File: src/rtl/regfile_wb_arbiter.sv
// rtl/regfile_wb_arbiter.sv - register-file write-port arbiter, port A priority, port B queued (optional: REGFILE_WB_FWD_EN)
module regfile_wb_arbiter #(
  parameter int DATA_W       = 16,
  parameter int IDX_W        = 4,
  parameter int FIFO_DEPTH   = 2,
  parameter int MAX_IDX      = 10,
  parameter int STARVE_LIMIT = 3
) (
  input  logic                          clk,
  input  logic                          rst,
  input  logic                          aValid,
  input  logic [IDX_W-1:0]              aIndex,
  input  logic [DATA_W-1:0]             aData,
  output logic                          aReady,
  input  logic                          bValid,
  input  logic [IDX_W-1:0]              bIndex,
  input  logic [DATA_W-1:0]             bData,
  output logic                          bReady,
  output logic [IDX_W-1:0]              writeIndex,
  output logic [DATA_W-1:0]             dataToWrite,
  output logic [MAX_IDX:0]              pendingMask,
  output logic [$clog2(FIFO_DEPTH):0]   fifoCount
`ifdef REGFILE_WB_FWD_EN
  ,
  input  logic [IDX_W-1:0]              fwdIndex,
  output logic                          fwdHit,
  output logic [DATA_W-1:0]             fwdData
`endif
);

  localparam int PTR_W = $clog2(FIFO_DEPTH);
  localparam int CNT_W = PTR_W + 1;
  localparam int SC_W  = $clog2(STARVE_LIMIT + 1);

  logic [IDX_W-1:0]  entIdx  [FIFO_DEPTH];
  logic [DATA_W-1:0] entData [FIFO_DEPTH];
  logic [PTR_W-1:0]  headPtr, tailPtr;
  logic [CNT_W-1:0]  count;
  logic [SC_W-1:0]   starveCnt;
  logic [FIFO_DEPTH-1:0] slotValid;
  logic collision, starve, issueA, pop, push;

  // Index 0 and anything beyond the last architectural register mean "no write"
  function automatic logic isNull(input logic [IDX_W-1:0] idx);
    return (idx == '0) || (int'(idx) > MAX_IDX);
  endfunction

  // A slot is live when its distance from the head is below the occupancy
  always_comb begin
    slotValid = '0;
    for (int i = 0; i < FIFO_DEPTH; i++) begin
      slotValid[i] = {1'b0, PTR_W'(i) - headPtr} < count;
    end
  end

  // Search the queue for the hazard mask and for A-vs-queued-B same-register conflicts
  always_comb begin
    collision   = 1'b0;
    pendingMask = '0;
    for (int i = 0; i < FIFO_DEPTH; i++) begin
      if (slotValid[i]) begin
        if (entIdx[i] == aIndex) collision = 1'b1;
        for (int r = 0; r <= MAX_IDX; r++) begin
          if (entIdx[i] == IDX_W'(r)) pendingMask[r] = 1'b1;
        end
      end
    end
    collision = collision && aValid && !isNull(aIndex);
  end

  assign starve    = (count != '0) && (starveCnt >= SC_W'(STARVE_LIMIT));
  assign aReady    = !collision && !starve;
  assign bReady    = count < CNT_W'(FIFO_DEPTH);
  assign issueA    = aValid && aReady;
  assign pop       = !issueA && (count != '0);
  assign push      = bValid && bReady && !isNull(bIndex);
  assign fifoCount = count;

  // Drive the register-file write port; it holds through the following negedge
  always_ff @(posedge clk or negedge rst) begin
    if (!rst) begin
      writeIndex  <= '0;
      dataToWrite <= '0;
    end else if (issueA) begin
      writeIndex  <= aIndex;
      dataToWrite <= aData;
    end else if (pop) begin
      writeIndex  <= entIdx[headPtr];
      dataToWrite <= entData[headPtr];
    end else begin
      writeIndex  <= '0;
    end
  end

  // Queue bookkeeping and the head-of-line wait counter
  always_ff @(posedge clk or negedge rst) begin
    if (!rst) begin
      headPtr   <= '0;
      tailPtr   <= '0;
      count     <= '0;
      starveCnt <= '0;
    end else begin
      if (pop)  headPtr <= headPtr + 1'b1;
      if (push) tailPtr <= tailPtr + 1'b1;
      count <= count + CNT_W'(push) - CNT_W'(pop);
      if (pop || count == '0)
        starveCnt <= '0;
      else if (starveCnt < SC_W'(STARVE_LIMIT))
        starveCnt <= starveCnt + 1'b1;
    end
  end

  // Queue payload storage; liveness is tracked by the pointers, so no reset needed
  always_ff @(posedge clk) begin
    if (push) begin
      entIdx[tailPtr]  <= bIndex;
      entData[tailPtr] <= bData;
    end
  end

`ifdef REGFILE_WB_FWD_EN
  logic [PTR_W-1:0] fwdSlot;

  // Walk oldest to youngest so the youngest matching load wins
  always_comb begin
    fwdHit  = 1'b0;
    fwdData = '0;
    fwdSlot = '0;
    for (int k = 0; k < FIFO_DEPTH; k++) begin
      fwdSlot = headPtr + PTR_W'(k);
      if (({1'b0, PTR_W'(k)} < count) && (entIdx[fwdSlot] == fwdIndex) && !isNull(fwdIndex)) begin
        fwdHit  = 1'b1;
        fwdData = entData[fwdSlot];
      end
    end
  end
`endif

endmodule

File: config.mk
export PLATFORM = sky130hd
export DESIGN_NAME = regfile_wb_arbiter
export DESIGN_NICKNAME = d
export VERILOG_FILES = /design/src/rtl/regfile_wb_arbiter.sv
export SDC_FILE = /design/constraint.sdc
export NUM_CORES = 1
export LEC_CHECK = 0
export BUFFER_PORTS_ARGS = -buffer_cell sky130_fd_sc_hd__buf_4
export CAP_MARGIN = 20
export CORE_MARGIN = 2
export CORE_UTILIZATION = 36
export DETAILED_ROUTE_END_ITERATION = 6
export PLACE_DENSITY = 0.6
export SLEW_MARGIN = 20
export SYNTH_ARGS = -nofsm -noshare
export SYNTH_HDL_FRONTEND = slang
export SYNTH_SLANG_ARGS = --single-unit
File: constraint.sdc
create_clock -name clk -period 3.94 [get_ports clk]
set_clock_uncertainty 0.15 [all_clocks]
set_input_delay 0.197 -clock clk [delete_from_list [all_inputs] [get_ports clk]]
set_output_delay 0.197 -clock clk [all_outputs]
set_load 0.05 [all_outputs]
## After elaboration in Yosys (flattened, before gate mapping)

Memory sizes are Yosys's and may differ from the RTL's.
Cells that the tools add are included.

- Flip-flop bits (word level): 26
- Latch bits: 0
- Bits in writable memories: 40
- ROM bits: 0
- Bits of input ports: 44
- Output and inout bits: 35
- Memories kept: 2

Memory list:

| name | depth | width | rd ports | clocked after memory_dff | write ports | line | source |
|---|---|---|---|---|---|---|---|
| entData | 2 | 16 | 1 | 0 | 1 | 36 | `logic [DATA_W-1:0] entData [FIFO_DEPTH];` |
| entIdx | 2 | 4 | 3 | 0 | 1 | 35 | `logic [IDX_W-1:0] entIdx [FIFO_DEPTH];` |

- Add/subtract/negate cells: 7
- Multiply operators: 0
- Divide/modulo/power cells: 0
- $lt $le $gt $ge: 7
- Equality and inequality tests: 22
- Shift-type cells: 0
- Multiplexer cells: 36
- Bitwise gates (word level): 0
- Reduce and logical (&&, ||, !) cells: 24

Operator list:

| operator | number |
|---|---|
| $eq 4x3->1 const B | 8 |
| $mux 16 | 2 |
| $mux 1 | 28 |
| $eq 4x4->1 const B | 6 |
| $mux 11 | 2 |
| $eq 4x2->1 const B | 4 |
| $logic_not 4->1 | 4 |
| $eq 4x1->1 const B | 2 |
| $eq 4x4->1 | 2 |
| $gt 4x4->1 const B | 2 |
| $logic_and 1x1->1 | 8 |
| $mux 4 | 2 |
| $reduce_bool 2->1 | 3 |
| $logic_not 1->1 | 5 |
| $lt 1x2->1 | 2 |
| $lt 2x2->1 const B | 2 |
| $mux 2 | 2 |
| $logic_or 1x1->1 | 3 |
| $add 1x1->1 const B | 2 |
| $add 2x1->2 | 1 |
| $add 2x1->2 const B | 1 |
| $ge 2x2->1 const B | 1 |
| $logic_not 2->1 | 1 |
| $sub 1x1->1 const A | 2 |
| $sub 2x1->2 | 1 |

## Logic depth before layout (Yosys ltp)

- Depth after elaboration: 14
- Mapped depth: 12

## Least setup slack after synthesis

Ideal clock, no wire load.

- Path type: reg2out
- Start: register count[0] (netlist: fifoCount[0])
- End: output port pendingMask[4]
- Data arrival time: 2.569 ns
- Path slack: 1.024 ns
- Cell stages (with the launch flop): 4
- Path through: dfrtp_1 a21oi_2 or3b_2 o32ai_1

- Longest elaborated chain between the ends: 4
- Elaborated cells on any way between the ends: 5

Ends and longest elaborated chain:

| what | line | source |
|---|---|---|
| start: declaration | 38 | `logic [CNT_W-1:0] count;` |
| start signal: assignment | 105 | `count <= count + CNT_W'(push) - CNT_W'(pop);` |
| $lt 1x2->1 | 52 | `slotValid[i] = {1'b0, PTR_W'(i) - headPtr} < count;` |
| $mux 11 | 61 | `if (slotValid[i]) begin` |
| $mux 1 | 64 | `if (entIdx[i] == IDX_W'(r)) pendingMask[r] = 1'b1;` |
| $mux 11 * | 61 |  |
| end: declaration | 21 | `output logic [MAX_IDX:0] pendingMask,` |

Every way passes the cells marked *; elsewhere a longest branch is shown, timed or not.

## Worst setup path in the final report

- Start: register headPtr
- End: register count[1] (netlist: fifoCount[1])

- Longest elaborated chain between the ends: 13
- Elaborated cells on any way between the ends: 15

Ends and longest elaborated chain:

| what | line | source |
|---|---|---|
| start: declaration | 37 | `logic [PTR_W-1:0] headPtr, tailPtr;` |
| start signal: assignment | 103 | `if (pop) headPtr <= headPtr + 1'b1;` |
| $sub 1x1->1 | 52 |  |
| $lt 1x2->1 | 52 |  |
| $mux 1 | 61 |  |
| $mux 1 | 62 | `if (entIdx[i] == aIndex) collision = 1'b1;` |
| $mux 1 * | 61 |  |
| $logic_and 1x1->1 * (2 in a row) | 68 | `collision = collision && aValid && !isNull(aIndex);` |
| $logic_not 1->1 * | 72 | `assign aReady = !collision && !starve;` |
| $logic_and 1x1->1 * | 72 |  |
| $logic_and 1x1->1 * | 74 | `assign issueA = aValid && aReady;` |
| $logic_not 1->1 * | 75 | `assign pop = !issueA && (count != '0);` |
| $logic_and 1x1->1 * | 75 |  |
| named net pop | 41 | `logic collision, starve, issueA, pop, push;` |
| $sub 2x1->2 * | 105 |  |

Mark *: on every way through the listed nets, which the timed path passes. The rest lies on a longest branch.
A chain may end at the register's enable or synchronous reset.

==> impl_metrics.json <==
{
  "status": "finished, final reports clean",
  "die_y_um": 98.5,
  "rsz0062_at_grt": "no",
  "min_period_over_period_pct": 79.6,
  "clockPowerShare_pct": 22.6,
  "io_buffers": 78,
  "die_x_um": 98.5,
  "ys.flop_type": "edfxtp_1",
  "fin_crit_ns": 3.14,
  "antenna_found_initial": 0,
  "dp_hpwl_mm": 5.33,
  "path_clk_slew_ns": 0.07,
  "die_area_mm2": 0.00971,
  "num_vias": 2476,
  "drc_errors": 0,
  "comb_power_share_pct": 43.3,
  "cts_sinks": 66,
  "ant_nets": 0,
  "clockRootBuffer": "clkbuf_8",
  "placed_area_mm2": 0.00386,
  "timing.setup.tns_ns": 0,
  "clk_latency_ns": 0.34,
  "syn_area_per_cell_um2": 12.6,
  "avgViaCountPerCell": 5.34,
  "grt_pass1_wl_mm": 12.7,
  "synthDistinctLibCells": 42,
  "num_io_pins": 79,
  "postSynthCellCount": 256,
  "cts_buffer_depth": 2,
  "fillers": 790,
  "core_area_mm2": 0.00868,
  "min_path_cells": 2,
  "critPathMaxFanout": 18,
  "post_cts_buffers": 0,
  "overflow": 0,
  "cts_buffers": 9,
  "place_congestion": 0.808,
  "powerDensity_mw_per_mm2": 703,
  "fin_nets": 398,
  "synth_area_leaders": "edfxtp_1 37%, dfrtp_1 20%, o211ai_1 7.7%",
  "routed_wl_mm": 7.83,
  "drv_cap": 0,
  "antenna_cells": 0,
  "pwr-share-seq_pct": 34.1,
  "synth-seq-cells": 66,
  "hold_viol_final": 0,
  "max_slew_margin_pct": 40.9,
  "synth-seq-area-share_pct": 57.6,
  "routedWlPerCell_um": 16.9,
  "peakVddDrop_mv": 0.405,
  "cts_resized": 0,
  "grt_pass1_vias": 2533,
  "report.final.slew_viol_count": 0,
  "synth.cell_area_mm2": 0.00322,
  "critPathKind": "flip-flop to flip-flop",
  "startpoint_type": "flip-flop",
  "p_switching_w": 0.00125,
  "endpoint_kind": "flip-flop",
  "cts_tree": "yes",
  "worstMarginPinSlew_ns": 0.881,
  "ys_warn_count": 0,
  "cp_data_arrival_time_ns": 3.25,
  "synth_fp_nets": 303,
  "finalSetupViolations": 0,
  "synthTopCellsByCount": "40 x edfxtp_1, 33 x o211ai_1, 26 x dfrtp_1",
  "yosysMostFrequentCell": "edfxtp_1",
  "drt-pass1-iter-count": 5,
  "drt_iter0_drc": 130,
  "grt_usage_pct": 16.6,
  "sw_frac_of_total_pct": 41.0,
  "drive_gt1_share_pct": 31.5,
  "placementRows": 34,
  "synth_edf_count": 40,
  "hp-class": "input pin to flip-flop",
  "final_cell_area_mm2": 0.00433,
  "r2r_cells": 9,
  "grt_max_degree": 37,
  "fmax_mhz": 319,
  "initial_utilization_pct": 37.1,
  "yosysTopAreaCellShare_pct": 37.3,
  "internal-power_w": 0.00180,
  "hold_buffers": 22,
  "syn_to_final_growth_pct": 34.5,
  "yosys.area.top_type": "edfxtp_1",
  "htree_levels": 3,
  "power.leakage_nw": 1.72,
  "synthArstFlopShare_pct": 39.4,
  "worst-endpoint-required_ns": 4.05
}
==> worst max-delay path: stages, from the launching register on <==
cell	delay, ns
dfrtp_1	0.56
a21oi_1	0.48
o32a_1	0.66
o21ai_1	0.21
and2_1	0.20
ha_1	0.27
inv_1	0.04
ha_1	0.17
xnor2_1	0.18
xnor2_1	0.14
==> layout by cell type, fill, tap and decap left out, types with 2 or more instances in the layout <==
cell type and count:
xnor2_1 10, buf_4 80, dfrtp_1 26, o2111ai_1 17
or3b_2 2, clkinv_1 2, nand2_1 22, mux2_2 4
o211ai_1 33, o22ai_1 8, nand2b_1 4, clkinv_2 2
a21o_1 2, bufinv_16 3, edfxtp_1 40, or3_1 3
a21oi_1 3, mux2i_1 20, dlygate4sd3_1 22, inv_1 5
o32ai_1 3, nor3_1 2, clkbuf_8 10, a21oi_2 2
ha_1 3, nor2_1 9
==> cells by family (layout without fill, tap and decap cells) <==
group | Yosys count | after routing | share of synthesized area [%]
xor+xnor | 11 | 11 | 3.23
fa+ha+maj | 3 | 3 | 1.17
mux | 24 | 24 | 7.62
compound gates | 74 | 74 | 18.3
flops | 66 | 66 | 57.6
buf+inv | 25 | 125 | 4.20
simple gates | 53 | 53 | 7.94
==> final timing paths <==
check / start / end / slack [ns]
max: headPtr / fifoCount[1] / 0.80
min: aIndex[2] / writeIndex[2] / 0.01
max reg2reg: headPtr / fifoCount[1] / 0.80
min reg2reg: starveCnt[0] / starveCnt[0] / 0.30
max in group asynchronous: rst / dataToWrite[15] / 3.18
min in group asynchronous: rst / headPtr / 0.17
==> stage by stage <==
step,util [%],power [W],hold WS [ns],setup WS [ns],std cells
after floorplan,-,0.00197,-0.249,1.02,256
after global placement,44.3,0.00233,-0.0106,0.913,425
after detailed placement,44.5,0.00236,-0.0000774,0.837,426
after CTS,49.8,0.00306,0.000336,0.805,464
after global routing,49.9,0.00320,0.00409,0.524,464
final,49.9,0.00304,0.0118,0.805,464
==> layer usage <==
metal / global-route usage, % / vias to the layer above / share of wire (%)
li1: - / 1197 / -
met1: 21.5 / 1209 / 46
met2: 27.5 / 64 / 49
met3: 3.40 / 6 / 4.1
met4: 6.32 / 0 / 0.87
met5: 0 / - / 0
==> sequential cells by signal, indices dropped and copies added, names as in the netlist <==
signal and count:
dataToWrite 16, entData 32, entIdx 8, fifoCount 2, headPtr 1, starveCnt 2, tailPtr 1, writeIndex 4
==> power by group through the flow <==
stage / clock, W / combinational [W] / sequential (W)
detailed placement: 0 / 0.00131 / 0.00105
global placement: 0 / 0.00128 / 0.00105
finish: 0.000688 / 0.00132 / 0.00104
global route: 0.000730 / 0.00141 / 0.00106
floorplan: 0 / 0.000655 / 0.00132
CTS: 0.000698 / 0.00133 / 0.00104
==> area by class of cell <==
class	count	area [um^2]	area share, %
Sequential cell	66	1850	42.8
Multi-Input combinational cell	165	1240	28.7
Timing Repair Buffer	103	836	19.3
Clock buffer	10	138	3.18
Tap cell	108	135	3.12
Clock inverter	6	104	2.40
Inverter	6	22.5	0.521
Power figures use the tool's default switching activity.
